`config.mk`:
```
export PLATFORM = sky130hd
export DESIGN_NAME = interrupt_request_register_flat
export DESIGN_NICKNAME = d
export VERILOG_FILES = /design/src/rtl/interrupt_request_register_if.sv /design/src/rtl/interrupt_request_register.sv /design/src/flat_wrapper.sv
export SDC_FILE = /design/constraint.sdc
export NUM_CORES = 1
export LEC_CHECK = 0
export BUFFER_PORTS_ARGS = -buffer_cell sky130_fd_sc_hd__buf_2
export CAP_MARGIN = 20
export CORE_UTILIZATION = 40
export DETAILED_ROUTE_END_ITERATION = 16
export PLACE_DENSITY = 0.73
export SLEW_MARGIN = 5
export SYNTH_ARGS = -nofsm -noshare
export SYNTH_HDL_FRONTEND = slang
export SYNTH_SLANG_ARGS = --single-unit
export TNS_END_PERCENT = 5
```
`constraint.sdc`:
```
create_clock -name clk -period 3.2 [get_ports clk]
set_input_delay 0.96 -clock clk [delete_from_list [all_inputs] [get_ports clk]]
set_output_delay 0.96 -clock clk [all_outputs]
set_load 0.02 [all_outputs]
```
`src/rtl/interrupt_request_register_if.sv`:
```
// Bundle between the PIC controller (master) and the interrupt request register block (slave).
interface interrupt_request_register_if;
  logic [7:0] interrupt_request_pin;
  logic       write_initial_command_word_1;
  logic       level_or_edge_triggered_config;
  logic       freeze;
  logic [7:0] clear_interrupt_request;
  logic [7:0] interrupt_mask;
  logic [7:0] in_service_register;
  logic [2:0] priority_rotate;
  logic [7:0] interrupt_request_register;
  logic [7:0] interrupt;
  logic       interrupt_pending;

  modport master (
    output interrupt_request_pin, write_initial_command_word_1,
           level_or_edge_triggered_config, freeze, clear_interrupt_request,
           interrupt_mask, in_service_register, priority_rotate,
    input  interrupt_request_register, interrupt, interrupt_pending
  );

  modport slave (
    input  interrupt_request_pin, write_initial_command_word_1,
           level_or_edge_triggered_config, freeze, clear_interrupt_request,
           interrupt_mask, in_service_register, priority_rotate,
    output interrupt_request_register, interrupt, interrupt_pending
  );
endinterface

```
`src/rtl/interrupt_request_register.sv`:
```
// PIC request latch and rotating-priority resolver; presents a registered one-hot winner.
// Define IRR_INPUT_SYNC_EN to add a two-flop synchroniser on each IR pin (+2 clk latency).
module interrupt_request_register (
  input logic                         clk,
  input logic                         reset_n,
  interrupt_request_register_if.slave bus
);
  localparam int IRQ_WIDTH = 8;

  logic [7:0] sample;
  logic [7:0] edge_history;
  logic [7:0] irr;
  logic [7:0] irr_next;
  logic [7:0] interrupt_q;
  logic [7:0] req;
  logic [7:0] winner;
  logic [2:0] lvl;
  logic       done;

`ifdef IRR_INPUT_SYNC_EN
  logic [7:0] sync_q1;
  logic [7:0] sync_q2;

  always_ff @(posedge clk or negedge reset_n) begin
    if (!reset_n) begin
      sync_q1 <= '0;
      sync_q2 <= '0;
    end else begin
      sync_q1 <= bus.interrupt_request_pin;
      sync_q2 <= sync_q1;
    end
  end

  assign sample = sync_q2;
`else
  assign sample = bus.interrupt_request_pin;
`endif

  // Clear beats freeze beats the pin; a request must stay asserted until acknowledged
  always_comb begin
    if (bus.write_initial_command_word_1)
      irr_next = '0;
    else if (bus.freeze)
      irr_next = irr & ~bus.clear_interrupt_request;
    else if (bus.level_or_edge_triggered_config)
      irr_next = sample & ~bus.clear_interrupt_request;
    else
      irr_next = sample & (irr | ~edge_history) & ~bus.clear_interrupt_request;
  end

  always_ff @(posedge clk or negedge reset_n) begin
    if (!reset_n) begin
      irr          <= '0;
      edge_history <= 8'hFF;
    end else begin
      irr          <= irr_next;
      edge_history <= bus.write_initial_command_word_1 ? 8'hFF : sample;
    end
  end

  assign req = irr & ~bus.interrupt_mask;

  // Walk from highest to lowest priority; an in-service level stops the search before its request
  always_comb begin
    winner = '0;
    done   = 1'b0;
    lvl    = '0;
    for (int p = 1; p <= IRQ_WIDTH; p++) begin
      lvl = bus.priority_rotate + 3'(p);
      if (!done) begin
        if (bus.in_service_register[lvl]) begin
          done = 1'b1;
        end else if (req[lvl]) begin
          winner[lvl] = 1'b1;
          done        = 1'b1;
        end
      end
    end
  end

  always_ff @(posedge clk or negedge reset_n) begin
    if (!reset_n)
      interrupt_q <= '0;
    else if (bus.write_initial_command_word_1)
      interrupt_q <= '0;
    else if (!bus.freeze)
      interrupt_q <= winner;
  end

  assign bus.interrupt_request_register = irr;
  assign bus.interrupt                  = interrupt_q;
  assign bus.interrupt_pending          = |interrupt_q;
endmodule
```
`src/flat_wrapper.sv`:
```
// flat-port wrapper written by rule: the top's interface ports become plain ports
module interrupt_request_register_flat 
  (clk, reset_n, bus_interrupt_request_pin, bus_write_initial_command_word_1, bus_level_or_edge_triggered_config, bus_freeze, bus_clear_interrupt_request, bus_interrupt_mask, bus_in_service_register, bus_priority_rotate, bus_interrupt_request_register, bus_interrupt, bus_interrupt_pending);
  interrupt_request_register_if bus_i ();
  input logic clk;
  input logic reset_n;
  input wire logic [$bits(bus_i.interrupt_request_pin)-1:0] bus_interrupt_request_pin;
  input wire logic [$bits(bus_i.write_initial_command_word_1)-1:0] bus_write_initial_command_word_1;
  input wire logic [$bits(bus_i.level_or_edge_triggered_config)-1:0] bus_level_or_edge_triggered_config;
  input wire logic [$bits(bus_i.freeze)-1:0] bus_freeze;
  input wire logic [$bits(bus_i.clear_interrupt_request)-1:0] bus_clear_interrupt_request;
  input wire logic [$bits(bus_i.interrupt_mask)-1:0] bus_interrupt_mask;
  input wire logic [$bits(bus_i.in_service_register)-1:0] bus_in_service_register;
  input wire logic [$bits(bus_i.priority_rotate)-1:0] bus_priority_rotate;
  output wire logic [$bits(bus_i.interrupt_request_register)-1:0] bus_interrupt_request_register;
  output wire logic [$bits(bus_i.interrupt)-1:0] bus_interrupt;
  output wire logic [$bits(bus_i.interrupt_pending)-1:0] bus_interrupt_pending;
  assign bus_i.interrupt_request_pin = bus_interrupt_request_pin;
  assign bus_i.write_initial_command_word_1 = bus_write_initial_command_word_1;
  assign bus_i.level_or_edge_triggered_config = bus_level_or_edge_triggered_config;
  assign bus_i.freeze = bus_freeze;
  assign bus_i.clear_interrupt_request = bus_clear_interrupt_request;
  assign bus_i.interrupt_mask = bus_interrupt_mask;
  assign bus_i.in_service_register = bus_in_service_register;
  assign bus_i.priority_rotate = bus_priority_rotate;
  assign bus_interrupt_request_register = bus_i.interrupt_request_register;
  assign bus_interrupt = bus_i.interrupt;
  assign bus_interrupt_pending = bus_i.interrupt_pending;
  interrupt_request_register u_core (.clk(clk), .reset_n(reset_n), .bus(bus_i));
endmodule
```
==> impl_metrics.ini, run 1 <==
[timing]
slew_violations = 0
fin_tns_setup_ns = -0.223
rsz0062_at_grt = true
setup_ws_ns = -0.0674
setup_violations = 4
fin_skew_ns = 0.00779
holdWs_ns = 0.553
fmax_ghz = 0.306
relSlewSlack_pct = 58.9
worst_pin_slew_ns = 0.617
finalCriticalPeriod_ns = 3.27
hold_violations = 0
min_period_over_period_pct = 102

[clock_network]
cts_buffer_depth = 2
cts_buffers = 3
path_clk_slew_ns = 0.08
clockRootBuffer = clkbuf_8
h-tree-depth = 1
clock-sinks = 24
clock_latency_ns = 0.27
cts_tree = yes

[critical_path]
arrival_ns = 3.42
r2r_slack_ns = 0.67
crit_type = in2reg
cp_cell_sequence = buf_4 > clkinvlp_4 > ha_4 > clkinvlp_4 > nor4_2 > o41ai_1 > a21oi_1 > nand4_1 > o21ai_1 > a221oi_1 > a221oi_1
cp.required_ns = 3.36
critPathCaptureType = flop
cpPeakStageDelay_ns = 0.40
path_max_fanout = 7
critPathSlowestCell = nor4_2
cp-start-kind = input pin

[power]
power_mw = 1.03
vdd_ir_drop_max_mv = 0.283
pwr-share-clk_pct = 25.6
swShare_pct = 32.5
p_per_area_nw_per_um2 = 295
cell_internal_pwr_uw = 698
pwr-share-seq_pct = 32.0
leakage_nw = 1.46
combPwrFrac_pct = 42.4
p_sw_uw = 336

[die]
row_count = 28
die_h_um = 82.1
core_um2 = 6060
initial_core_util_pct = 42.4
die_x_um = 82.1
ios = 57
die_area_um2 = 6740

[synthesis]
ys_warn_count = 0
synth-seq-area-share_pct = 23.8
ys_types = 53
syn_area_um2 = 2570
yosys_most_used_dff = dfrtp_1
synth_edf_count = 0
synth_cells = 293
avgSynthCellArea_um2 = 8.76
async_reset_ff_share_pct = 100
syn-num-nets = 339
ys_ff_latch = 24

[finish]
multi_input_area_um2 = 1900
fill_cells = 530
regArea_um2 = 611
final_common_cell = buf_4
diodes = 0
final_cell_mix = buf_4, buf_2, nor2_1
syn_to_final_growth_pct = 36.3
stdcell_area_um2 = 3500
layout-drive-gt1-share_pct = 45.6
num-nets-final = 442

[drt]
ant_nets = 0
routed_wl_um = 7620
drt_iter0_markers = 132
wire_per_inst_um = 16.2
drc = 0
dr.pass1.iters = 5
routed-via-count = 2771
via_per_inst = 5.90

[grt]
grt.overflow.total = 0
grt_pass1_wl_um = 12400
grt_max_degree = 33
grtUsageTotal_pct = 24.0
grt_pass1_vias = 2534
antenna_found_initial = 0

[place]
port-buffer-count = 56
dpl_worst_slack_ns = -0.354
place_area_um2 = 3260
dp_hpwl_um = 5960
gp_congestion = 0.882

[run_status]
violations = setup timing
status = finished with violations

[worst_hold_path]
hp-class = reg2reg

[flow_run]
maxCapViolCount = 0
-- worst max-delay path, delay by kind of cell --
kind                     cells  cell delay, ns
buffers and inverters        3            0.46
adder cells (fa/ha/maj)      1            0.35
AO/OA/AOI/OAI                5            1.02
AND/OR/NAND/NOR              2            0.62
-- final timing paths --
path                                                                          from                                  end  depth (start not counted)
worst max register to register  u_core.bus.interrupt_request_register[7]$_DFF_PN0_  u_core.bus.interrupt[0]$_DFFE_PN0P_                          8
max in group asynchronous                                                  reset_n     u_core.edge_history[2]$_DFF_PN1_                          1
worst min-delay path                           u_core.bus.interrupt[7]$_DFFE_PN0P_  u_core.bus.interrupt[7]$_DFFE_PN0P_                          2
worst min register to register                 u_core.bus.interrupt[7]$_DFFE_PN0P_  u_core.bus.interrupt[7]$_DFFE_PN0P_                          2
min in group asynchronous                                                  reset_n  u_core.bus.interrupt[3]$_DFFE_PN0P_                          1
worst max-delay path                                        bus_priority_rotate[1]  u_core.bus.interrupt[2]$_DFFE_PN0P_                         11
-- cell type report --
class	count	area share, %
tap	75	2.68
timing repair buffer	116	21.4
clock buffer	3	1.18
multi-input combinational	234	54.4
inverter	17	2.04
clock inverter	1	0.858
sequential	24	17.4
-- synthesized netlist by cell type, drive strengths merged (5+ instances only) --
library cell  number  area share [%]
nor4              21             5.4
nor3              10             2.4
a221oi            14             5.8
nand4              5             1.2
dfstp              8             8.2
dfrtp             16              16
nor2              35             5.4
a21oi             10             1.9
o21ai             20             3.9
clkbuf            10             1.5
nand2             22             3.2
mux2i              6             2.3
or2                9             2.2
mux4              16              14
ha                 6             2.9
inv               17             2.5
buf                8             2.4
nor3b              5             1.5
-- sequential cells by signal, summed over array words and instances (netlist names) --
name / cells
u_core.bus.interrupt: 8
u_core.bus.interrupt_request_register: 8
u_core.edge_history: 8
-- cell families after synthesis --
family,after synthesis,synth area share (%)
buffers and inverters,35,6.43
and+or+nand+nor,130,27.4
muxes,24,17.5
adders and majority gates,6,2.92
AOI/OAI and AO/OA,70,20.5
DFF,24,23.8
xor gates and xnor gates,4,1.36
-- power groups by stage --
stage / registers (mW) / logic [mW] / clock network, mW
final: 0.330 / 0.439 / 0.265
after global routing: 0.332 / 0.475 / 0.283
after CTS: 0.331 / 0.419 / 0.270
after detailed placement: 0.336 / 0.396 / 0
after global placement: 0.335 / 0.390 / 0
after floorplan: 0.344 / 0.234 / 0
-- per-stage QoR --
stage	util [%]	std cells
floorplan	-	293
finish	57.7	470
global route	57.7	470
detailed placement	53.8	458
CTS	56.4	468
global placement	53.8	458
-- layer usage --
metal	vias up	global-route usage (%)	share of wire, %
li1	1330	-	-
met3	6	3.63	6.1
met4	0	3.68	0.72
met2	123	39.7	49
met5	-	0	0
met1	1312	33.6	44
-- what timing repair did --
action | 4_1_cts | 5_1_grt
hold buffers | 0 | 0
endpoints found under the setup margin | 4 | 8
resized for setup | 11 | 18
buffers inserted | 6 | 2
pin swaps | 7 | 7
(Power assumes the default switching activity.)
==> inputs of run 2 (changes only) <==
- SKIP_LAST_GASP: default -> 1
==> impl_metrics.ini, run 2 (same netlist as run 1, synthesis figures left out) <==
[drt]
via_per_inst = 5.93
ant_nets = 0
wire_per_inst_um = 16.2
routed_wl_um = 7630
dr.pass1.iters = 4
drc = 0
routed-via-count = 2788
drt_iter0_markers = 142

[clock_network]
clockRootBuffer = clkbuf_8
clock-sinks = 24
cts_buffers = 3
cts_tree = yes
clock_latency_ns = 0.27
path_clk_slew_ns = 0.08
cts_buffer_depth = 2
h-tree-depth = 1

[place]
dp_hpwl_um = 5960
gp_congestion = 0.882
port-buffer-count = 56
placedCellCount = 458
place_area_um2 = 3260

[grt]
grt.overflow.total = 0
grt_max_degree = 33
grtUsageTotal_pct = 24.0
grt_pass1_vias = 2534
grt_pass1_wl_um = 12400
antenna_found_initial = 0

[timing]
holdWs_ns = 0.553
min_period_over_period_pct = 103
hold_violations = 0
worst_pin_slew_ns = 0.624
fin_tns_setup_ns = -0.295
fmax_ghz = 0.304
setup_violations = 6
fin_skew_ns = 0.00738
rsz0062_at_grt = true
relSlewSlack_pct = 58.4
slew_violations = 0
finalCriticalPeriod_ns = 3.29
setup_ws_ns = -0.0898

[power]
swShare_pct = 32.5
p_sw_uw = 336
leakage_nw = 1.46
p_per_area_nw_per_um2 = 296
cell_internal_pwr_uw = 699
combPwrFrac_pct = 42.5
power_mw = 1.04
pwr-share-seq_pct = 31.9
vdd_ir_drop_max_mv = 0.284
pwr-share-clk_pct = 25.6

[die]
die_x_um = 82.1
row_count = 28
die_area_um2 = 6740
initial_core_util_pct = 42.4
die_h_um = 82.1
core_um2 = 6060
ios = 57

[finish]
fill_cells = 530
finalNonFillerCells = 470
layout-drive-gt1-share_pct = 45.6
diodes = 0
syn_to_final_growth_pct = 36.3
final_common_cell = buf_4
stdcell_area_um2 = 3500
num-nets-final = 442
final_cell_mix = buf_4, buf_2, nor2_1

[run_status]
status = finished with violations
violations = setup timing

[worst_hold_path]
hp-class = reg2reg

[critical_path]
critPathSlowestCell = ha_4
cp.required_ns = 3.35
cp_cell_sequence = buf_4 > clkinvlp_4 > ha_4 > clkinvlp_4 > nor4_2 > buf_4 > o41ai_1 > a21oi_1 > nand4_1 > o21ai_1 > a221oi_1 > a221oi_1
critPathCaptureType = flop
path_max_fanout = 7
crit_type = in2reg
cpPeakStageDelay_ns = 0.35
arrival_ns = 3.44
cp-start-kind = input pin

[flow_run]
maxCapViolCount = 0
==> run 2: final cells by class <==
cell class	instances	area [um2]	share of cell area [%]
Clock buffer	3	41.3	1.18
Timing Repair Buffer	116	749	21.4
Tap cell	75	93.8	2.68
Clock inverter	1	30.0	0.858
Sequential cell	24	611	17.4
Inverter	17	71.3	2.04
Multi-Input combinational cell	234	1900	54.4
==> run 2: critical path, delay by kind of cell <==
kind                       cells  cell delay [ns]
AOI/OAI and AO/OA              5             0.95
buffers and inverters          4             0.63
and+or+nand+nor                2             0.54
adders and majority gates      1             0.35
==> run 2: final timing paths <==
path | slack, ns | from | to | cells after the start
worst max-delay path | -0.09 | bus_priority_rotate[1] | u_core.bus.interrupt[2]$_DFFE_PN0P_ | 12
worst min-delay path | 0.55 | u_core.bus.interrupt[7]$_DFFE_PN0P_ | u_core.bus.interrupt[7]$_DFFE_PN0P_ | 2
worst max register to register | 0.67 | u_core.bus.interrupt_request_register[7]$_DFF_PN0_ | u_core.bus.interrupt[5]$_DFFE_PN0P_ | 11
worst min register to register | 0.55 | u_core.bus.interrupt[7]$_DFFE_PN0P_ | u_core.bus.interrupt[7]$_DFFE_PN0P_ | 2
max in group asynchronous | 2.17 | reset_n | u_core.edge_history[2]$_DFF_PN1_ | 1
min in group asynchronous | 0.66 | reset_n | u_core.bus.interrupt[1]$_DFFE_PN0P_ | 1
==> run 2: routing by layer <==
| metal | wire (um) | GRT usage [%] |
|---|---|---|
| met1 | 3400 | 33.6 |
| met2 | 3710 | 39.7 |
| met3 | 455 | 3.63 |
| met4 | 65 | 3.68 |
| met5 | 0 | 0 |
==> run 2: power by group through the flow <==
stage	Combinational (mW)	Sequential, mW	Clock, mW
6_report	0.440	0.330	0.265
3_5_place_dp	0.396	0.336	0
2_1_floorplan	0.234	0.344	0
5_1_grt	0.475	0.332	0.283
4_1_cts	0.419	0.331	0.270
3_3_place_gp	0.390	0.335	0
==> run 2: timing repair <==
| action | CTS | global route |
|---|---|---|
| setup buffers | 6 | 2 |
| endpoints found under the setup margin | 4 | 8 |
| pin swaps | 7 | 6 |
| hold buffers | 0 | 0 |
| gates cloned | 0 | 0 |
| gates resized for setup | 11 | 17 |
==> run 2: through the flow <==
| stage | util, % | setup slack, ns |
|---|---|---|
| CTS | 56.4 | 0.00393 |
| detailed placement | 53.8 | -0.354 |
| global route | 57.7 | -0.192 |
| global placement | 53.8 | -0.247 |
| floorplan | - | -0.345 |
| finish | 57.7 | -0.0898 |
